## config.mk

```make
export PLATFORM = sky130hd
export DESIGN_NAME = serial_rom_responder
export DESIGN_NICKNAME = d
export VERILOG_FILES = /design/src/rtl/serial_rom_pkg.sv /design/src/rtl/serial_rom_array.sv /design/src/rtl/serial_rom_responder.sv
export SDC_FILE = /design/constraint.sdc
export NUM_CORES = 1
export LEC_CHECK = 0
export CORE_ASPECT_RATIO = 0.9
export CORE_MARGIN = 3
export CORE_UTILIZATION = 45
export CTS_BUF_LIST = sky130_fd_sc_hd__clkbuf_16
export CTS_CLUSTER_DIAMETER = 100
export CTS_CLUSTER_SIZE = 14
export DETAILED_ROUTE_END_ITERATION = 6
export DONT_BUFFER_PORTS = 1
export SYNTH_ARGS = -nofsm -noshare
export SYNTH_HDL_FRONTEND = slang
export SYNTH_SLANG_ARGS = --single-unit
```

## constraint.sdc

```tcl
create_clock -name clock -period 1.76 [get_ports clock]
set_clock_uncertainty 0.05 [all_clocks]
set_input_delay 0 -clock clock [delete_from_list [all_inputs] [get_ports clock]]
set_output_delay 0 -clock clock [all_outputs]
set_load 0.005 [all_outputs]
```

## src/rtl/serial_rom_pkg.sv

```systemverilog
// serial_rom_pkg: shared state encoding, default widths and counter sizing for the serial ROM responder
package serial_rom_pkg;
    typedef enum logic [1:0] {IDLE, RX_ADDR, TX_DATA} state_t;
    localparam int INSTR_ADDR_WIDTH = 8;
    localparam int INSTR_DATA_WIDTH = 32;
    localparam int MICRO_ADDR_WIDTH = 9;
    localparam int MICRO_DATA_WIDTH = 44;
    function automatic int cnt_width(input int n);
        return (n < 2) ? 1 : $clog2(n + 1);
    endfunction
endpackage

```

## src/rtl/serial_rom_array.sv

```systemverilog
// serial_rom_array: DEPTH x DATA_WIDTH storage, synchronous write, asynchronous range-checked read
module serial_rom_array
    import serial_rom_pkg::*;
#(
    parameter int ADDR_WIDTH = INSTR_ADDR_WIDTH,
    parameter int DATA_WIDTH = INSTR_DATA_WIDTH,
    parameter int DEPTH      = 16
) (
    input  logic                     clock,
    input  logic                     wr_en,
    input  logic [$clog2(DEPTH)-1:0] wr_addr,
    input  logic [DATA_WIDTH-1:0]    wr_data,
    input  logic [ADDR_WIDTH-1:0]    rd_addr,
    output logic [DATA_WIDTH-1:0]    rd_data,
    output logic                     rd_valid
);
    localparam int WA = $clog2(DEPTH);
    logic [DATA_WIDTH-1:0] mem [DEPTH];
    // contents are never reset so a chip reset keeps the loaded program
    always_ff @(posedge clock)
        if (wr_en && 32'(wr_addr) < DEPTH) mem[wr_addr] <= wr_data;
    assign rd_valid = 32'(rd_addr) < DEPTH;
    assign rd_data  = rd_valid ? mem[WA'(rd_addr)] : '0;
endmodule

```

## src/rtl/serial_rom_responder.sv

```systemverilog
// serial_rom_responder: bit-serial address in, stored word out MSB first; SERIAL_ROM_PARITY_EN appends an even-parity bit
module serial_rom_responder
    import serial_rom_pkg::*;
#(
    parameter int ADDR_WIDTH = INSTR_ADDR_WIDTH,
    parameter int DATA_WIDTH = INSTR_DATA_WIDTH,
    parameter int DEPTH      = 16
) (
    input  logic                     clock,
    input  logic                     reset,
    input  logic                     rx_en,
    input  logic                     addr_bit,
    input  logic                     wr_en,
    input  logic [$clog2(DEPTH)-1:0] wr_addr,
    input  logic [DATA_WIDTH-1:0]    wr_data,
    output logic                     data_bit,
    output logic                     tx_active,
    output logic                     busy,
    output logic                     proto_err
);
`ifdef SERIAL_ROM_PARITY_EN
    localparam int TX_LEN = DATA_WIDTH + 1;
`else
    localparam int TX_LEN = DATA_WIDTH;
`endif
    localparam int CW = cnt_width(ADDR_WIDTH > TX_LEN ? ADDR_WIDTH : TX_LEN);
    state_t                state;
    logic [CW-1:0]         cnt;
    logic [ADDR_WIDTH-1:0] ash;
    logic [TX_LEN-1:0]     txsh;
    logic [ADDR_WIDTH-1:0] full_addr;
    logic [DATA_WIDTH-1:0] rd_data;
    logic                  rd_valid;
    logic [TX_LEN-1:0]     load_word;
    // the incoming bit completes the address on the final-bit edge, so the array sees it combinationally
    assign full_addr = ADDR_WIDTH'({ash, addr_bit});
`ifdef SERIAL_ROM_PARITY_EN
    assign load_word = {rd_data, ^rd_data};
`else
    assign load_word = rd_data;
`endif
    serial_rom_array #(
        .ADDR_WIDTH(ADDR_WIDTH),
        .DATA_WIDTH(DATA_WIDTH),
        .DEPTH(DEPTH)
    ) u_array (
        .clock(clock),
        .wr_en(wr_en),
        .wr_addr(wr_addr),
        .wr_data(wr_data),
        .rd_addr(full_addr),
        .rd_data(rd_data),
        .rd_valid(rd_valid)
    );
    // zeros shift in behind the word, so data_bit falls to 0 on its own once the word is out
    assign data_bit  = txsh[TX_LEN-1];
    assign tx_active = state == TX_DATA;
    assign busy      = state != IDLE;
    // address capture, zero-bubble turnaround into transmit, and sticky protocol error
    always_ff @(posedge clock or negedge reset)
        if (!reset) begin
            state     <= IDLE;
            cnt       <= '0;
            ash       <= '0;
            txsh      <= '0;
            proto_err <= 1'b0;
        end else begin
            case (state)
                IDLE, RX_ADDR: begin
                    if (rx_en) begin
                        ash <= full_addr;
                        if (cnt == CW'(ADDR_WIDTH - 1)) begin
                            state <= TX_DATA;
                            cnt   <= '0;
                            txsh  <= load_word;
                            if (!rd_valid) proto_err <= 1'b1;
                        end else begin
                            state <= RX_ADDR;
                            cnt   <= cnt + 1'b1;
                        end
                    end
                end
                TX_DATA: begin
                    txsh <= txsh << 1;
                    if (rx_en) proto_err <= 1'b1;
                    if (cnt == CW'(TX_LEN - 1)) begin
                        state <= IDLE;
                        cnt   <= '0;
                    end else begin
                        cnt <= cnt + 1'b1;
                    end
                end
                default: state <= IDLE;
            endcase
        end
endmodule

```

* Yosys cells after proc, flatten, opt, wreduce, memory -nomap -nowiden *
Memories as Yosys holds them, arrays and structs flattened.
Index checks and enable logic that the tools add are counted.

cells by class
  reductions and logical operators = 9
  add/subtract/negate cells = 1
  bitwise operators = 0
  magnitude comparators = 1
  divide/modulo/power cells = 0
  eq/ne operators = 9
  shift-type cells = 0
  multiplexer cells = 19
  multipliers = 0

operators with widths
  kind                                                         count
  two-way mux 32 bit                                           3
  one-hot mux 32 bit (2 select lines)                          1
  two-way mux 6 bit                                            3
  one-hot mux 6 bit (2 select lines)                           1
  less-than comparator 8 x 5 -> 1 bit (second input constant)  1
  inequality test 2 bit (second input constant)                4
  adder 6 x 1 -> 6 bit (second input constant)                 1
  == test 6 x 3 -> 1 bit (second input constant)               1
  == test 6 x 5 -> 1 bit (second input constant)               1
  two-way mux 1 bit                                            6
  two-way mux 2 bit                                            3
  AND reduction 2 bit                                          3
  AND reduction 5 bit                                          1
  one-hot mux 2 bit (2 select lines)                           1
  nonzero test 2 bit                                           2
  AND reduction 3 bit                                          1
  == test 2 x 1 -> 1 bit (second input constant)               1
  == test 2 bit (second input constant)                        1
  logical NOT 2 bit                                            1
  inequality test 2 x 1 -> 1 bit (second input constant)       1
  one-hot mux 1 bit (2 select lines)                           1
  OR reduction 2 bit                                           1

word-level totals
  word-level logic and storage cells = 45
  bits in read-only memories = 0
  output and inout port bits = 4
  latch bits = 0
  RAM bits = 512
  flip-flop bits (word level) = 48
  input port bits = 41
  memories = 1

memories
  name         depth  bits a word  rd ports  clocked after Yosys merged registers in  write ports  line                    text
  u_array.mem  16     32           1         0                                        1            serial_rom_array.sv:18  logic [DATA_WIDTH-1:0] mem [DEPTH];

* Longest topological paths before layout *
  depth in word-level cells = 5
  gate-level depth with buffers = 8

* By module *
Synthesis repeated with hierarchy kept, for this count alone.

unflattened totals
  cells, all modules = 1166
  area total of the unflattened synthesis = 21815.9 um^2

by module, submodules not included
  module                times used  seq. area each (um^2)  area an instance (um^2)  cells an instance
  serial_rom_array      1           15374.7                19615.1                  912
  serial_rom_responder  1           1201.2                 2200.9                   254

* Least setup slack after synthesis *
OpenSTA, ideal clock, no wires.

  kind = in2reg
  start = in wr_addr[2]
  end = mem u_array.mem[0][0] in the netlist's numbering (enable)
  required time = 1.249 ns
  slack = -1.470 ns
  arrival = 2.718 ns
  path buffers = 0
  stages on the path = 2
  cell sequence = or3b_2 > nor3_1

RTL lines
  what         line                        text
  from (decl)  serial_rom_responder.sv:14  input logic [$clog2(DEPTH)-1:0] wr_addr,
  to (decl)    serial_rom_array.sv:18

Straight into the memory's write port.

* Final worst setup path *
  start = reg ash[0]
  end = reg txsh[28]

between the ends
  longest elaborated chain between the ends = 5
  elaborated cells on any way between the ends = 6
  those cells by class = 1 x order compare; 4 x mux; 1 x memory

RTL lines
  what                                                                                line                        text
  from (decl)                                                                         serial_rom_responder.sv:29  logic [ADDR_WIDTH-1:0] ash;
  from (signal assigned)                                                              serial_rom_responder.sv:71  ash <= full_addr;
  less-than comparator 8 x 5 -> 1 bit / memory (16 x 32 bit) (equally long branches)  n/a
  two-way mux 32 bit (*)                                                              serial_rom_array.sv:23      assign rd_data = rd_valid ? mem[WA'(rd_addr)] : '0;
  two-way mux 32 bit (*)                                                              serial_rom_responder.sv:72  if (cnt == CW'(ADDR_WIDTH - 1)) begin
  two-way mux 32 bit (*)                                                              serial_rom_responder.sv:70  if (rx_en) begin
  one-hot mux 32 bit (2 select lines) (*)                                             serial_rom_responder.sv:68  case (state)
  to (signal assigned)                                                                serial_rom_responder.sv:75  txsh <= load_word;
  to (signal assigned)                                                                serial_rom_responder.sv:84  txsh <= txsh << 1;
  to (decl)                                                                           serial_rom_responder.sv:30  logic [TX_LEN-1:0] txsh;

Mark *: on every way between the ends. The rest lies on a longest branch, timed or not. The select of a mux whose other input is x is not followed.
A chain may end at the register's enable or synchronous reset.

==> summary.txt <==
Logic synthesis
  – Synth Instances: 1,079
  – Syn_area_per_cell: 20.3 µm²
  – Top post-synthesis cells by count: edfxtp_1, mux4_2, mux2i_1
  – Synth Net Count: 1,121
  – Fraction of registers with async set or reset after synthesis: 0.0857
  – Yosys warns: 0
  – Yosys reg bits: 560
  – Area leader, netlist: edfxtp_1
  – Mapped cell area: roughly 22,000 µm²
  – Post-synth EDFFs: 512
  – Top cells by area, synth: edfxtp_1, mux4_2, dfrtp_1
  – Most frequent cell after synthesis: edfxtp_1
  – Main synth FF type: edfxtp_1
  – Sequential-to-total area share from yosys stat: 0.758
  – Yosys cell types: 45
  – Top cell type's share of synthesized area: 0.703

Timing
  – Final hold vios: 1
  – Worst relative slew slack: 0.487
  – Tightest Pin Transition: 0.767 ns
  – RSZ-0062 raised after global routing: yes
  – Min Tclk post-route: between 1.5 and 2 ns
  – Setup WS post-layout: -0.183 ns
  – WHS: -0.00385 ns
  – Max-slew violation count: 0
  – Final period util: 1.10
  – Maximum clock rate: 0.515 GHz
  – Setup-failing EPs final: 32

Global route
  – All-Layer GR Usage: 0.199
  – Largest net degree at the start of global routing: 158
  – Vias in the first global route: 11,521
  – First-pass GRT wire length: 75.5 mm
  – Initial antenna violation count: 2
  – Global route overflow: 0

Clock tree
  – CTS sink cnt: 560
  – CTS H-tree depth: 2
  – Total CTS buffers: 45
  – Root Buffer Master: clkbuf_16
  – Max clock buf depth: 3
  – Clock transition at path regs: roughly 0.070 ns
  – Clock Latency Late Sink: 0.57 ns
  – CTS tree: built

Pwr
  – Leak Pwr: 8.67 nW
  – VDD IR max: ~0.75 mV
  – Tot Pwr: 31.8 mW
  – Power per cell area: 1230 nW/µm²

Place
  – I/O Buffers: 0
  – Detail Placement HPWL: 26.4 mm
  – Gpl congestion: 0.774
  – Placed cells: 1,725

Worst setup path
  – Worst setup EP type: flop
  – Crit-path leading delay family: buffers and inverters
  – CP max stage cell: dfrtp_4
  – Crit path DAT: 2.33 ns
  – Max stage delay on crit path: 0.55 ns
  – Startpoint Class: flop
  – CP Cell Sequence: buf_6, clkbuf_16, buf_8, buf_6, mux4_2, mux2i_1, o2111ai_1
  – RR Startpoint: ash[0]
  – Critical path buffer and inverter count: 4
  – Worst path most repeated cell: buf_6
  – Req. time, crit path: about 2.2 ns
  – WS Path Type: flop to flop
  – Worst Path Max Fanout: 8
  – Crit path from: ash[0]

Finish
  – Area of the multi-input gates: 5260 µm²
  – Share of cells above drive strength 1: 0.274
  – Fill cell count: 3,695
  – Non-filler cells, final: 1,891
  – Register Area: between 15,000 and 20,000 µm²
  – Final #Nets: 1,275
  – Synth-to-layout area growth: 18.4%

Routing
  – Via/cell ratio: 5.87
  – DRT Pass-1 Iters: 5
  – DR WL/cell: ~27 µm
  – Drc violations: 0
  – Detailed Route Iter0 Violations: 1,002
  – Routed WL: between 50 and 60 mm
  – Post-route ant nets: 0
  – Via count: between 10,000 and 15,000

Floorplan
  – Core Rows: 76
  – Core region area: 47,900 µm²
  – IO Pins: 45
  – Die area: 51,300 µm²
  – Initial Util: 0.456
  – Die Wd: 238 µm
  – Height of the chip: 215 µm

Outcome
  – Violated checks: negative hold slack, negative setup slack
  – Status: finished, violations left

Worst hold path
  – Hold_sp: addr_bit
  – Hold/Removal Path Class: input port to flop

Flow run
  – Max cap viols: 0
[tightest hold or removal path, stage by stage]
cell and delay [ns]:
mux4_2 0.20, mux2i_1 0.06, buf_4 0.13, o2111ai_2 0.17
[stage by stage]
step	cell area, µm²	setup TNS (ns)	setup slack (ns)	utilization
finish	25900	-3.66	-0.183	0.541
floorplan	22000	-101.66	-0.318	-
global placement	23600	-8.61	-0.351	0.492
detailed placement	23600	-9.50	-0.423	0.492
CTS	25600	-3.36	-0.151	0.533
global route	25900	-5.68	-0.222	0.540
[cells in the final DEF, fill, tap and decap left out, types with 4 or more instances in the layout]
cell / synthesis / layout
nor3_4: 0 / 5
a22oi_2: 0 / 5
nor2_4: 0 / 13
o2111ai_2: 20 / 24
edfxtp_1: 512 / 512
a21oi_1: 7 / 7
nand3_2: 0 / 4
clkbuf_16: 0 / 48
mux4_2: 100 / 100
buf_12: 0 / 35
nand3_1: 9 / 5
nor2_1: 20 / 5
a31oi_1: 9 / 9
mux2_2: 26 / 19
a22oi_1: 28 / 23
dfrtp_1: 48 / 46
dlygate4sd3_1: 0 / 66
inv_1: 1 / 35
buf_6: 5 / 10
mux2_4: 0 / 7
nand4_1: 25 / 25
nand2_1: 54 / 53
nand2b_1: 5 / 5
o21ai_0: 25 / 23
buf_4: 8 / 55
a32oi_1: 7 / 5
mux2i_1: 82 / 82
[path summary, 6_finish.rpt]
path                                  to  slack (ns)  depth (start not counted)
worst max-delay path            txsh[28]       -0.18                          7
worst min-delay path            txsh[10]      -0.004                          4
worst max register to register  txsh[28]       -0.18                          7
worst min register to register  txsh[29]        0.44                          2
max in group asynchronous         ash[1]        0.86                          3
min in group asynchronous       txsh[12]        0.55                          3
[repair_timing]
| item | CTS | global route |
|---|---|---|
| pin swaps | 5 | 7 |
| setup buffers | 0 | 13 |
| endpoints found under the setup margin | 35 | 34 |
| hold buffers | 67 | 1 |
| endpoints found under the hold margin | 799 | 8 |
| resized for setup | 14 | 35 |
| gates cloned | 0 | 4 |
[report_power, final]
| group | internal, mW | leakage (nW) | switching [mW] |
|---|---|---|---|
| combinational | 3.37 | 2.70 | 3.73 |
| clock | 4.60 | 0.736 | 4.40 |
| sequential | 15.2 | 5.24 | 0.484 |
[flip-flops by register name (all words and copies together) (netlist names)]
name / count
ash: 7
txsh: 32
cnt: 6
state: 2
u_array.mem: 512
proto_err: 1
[area by class of cell]
cell class                      instances  area share
Tap cell                              624      0.0301
Timing Repair Buffer                  172      0.0777
Multi-Input combinational cell        452       0.203
Clock inverter                         34     0.00493
Inverter                                2    0.000290
Antenna cell                            2    0.000193
Sequential cell                       560       0.640
Clock buffer                           45      0.0435
[per-layer routing]
metal  vias to the layer above  track usage  share of wire
li1                       4776            -              -
met1                      5933        0.297           0.46
met2                       326        0.308           0.47
met5                         -            0              0
met4                         0       0.0542          0.020
met3                        69       0.0339          0.055
[cell families (layout without fill, tap and decap cells)]
logic type                 after synthesis  in the layout  share of synthesized area
DFF                                    560            560                      0.758
muxes                                  208            208                      0.154
and+or+nand+nor                        132            132                     0.0304
AOI/OAI and AO/OA                      109            109                     0.0412
buffers and inverters                   67            253                     0.0153
xor gates and xnor gates                 2              2                   0.000801
adders and majority gates                1              1                   0.000572
other                                    0              2                          0
Power figures use the tool's default switching activity.
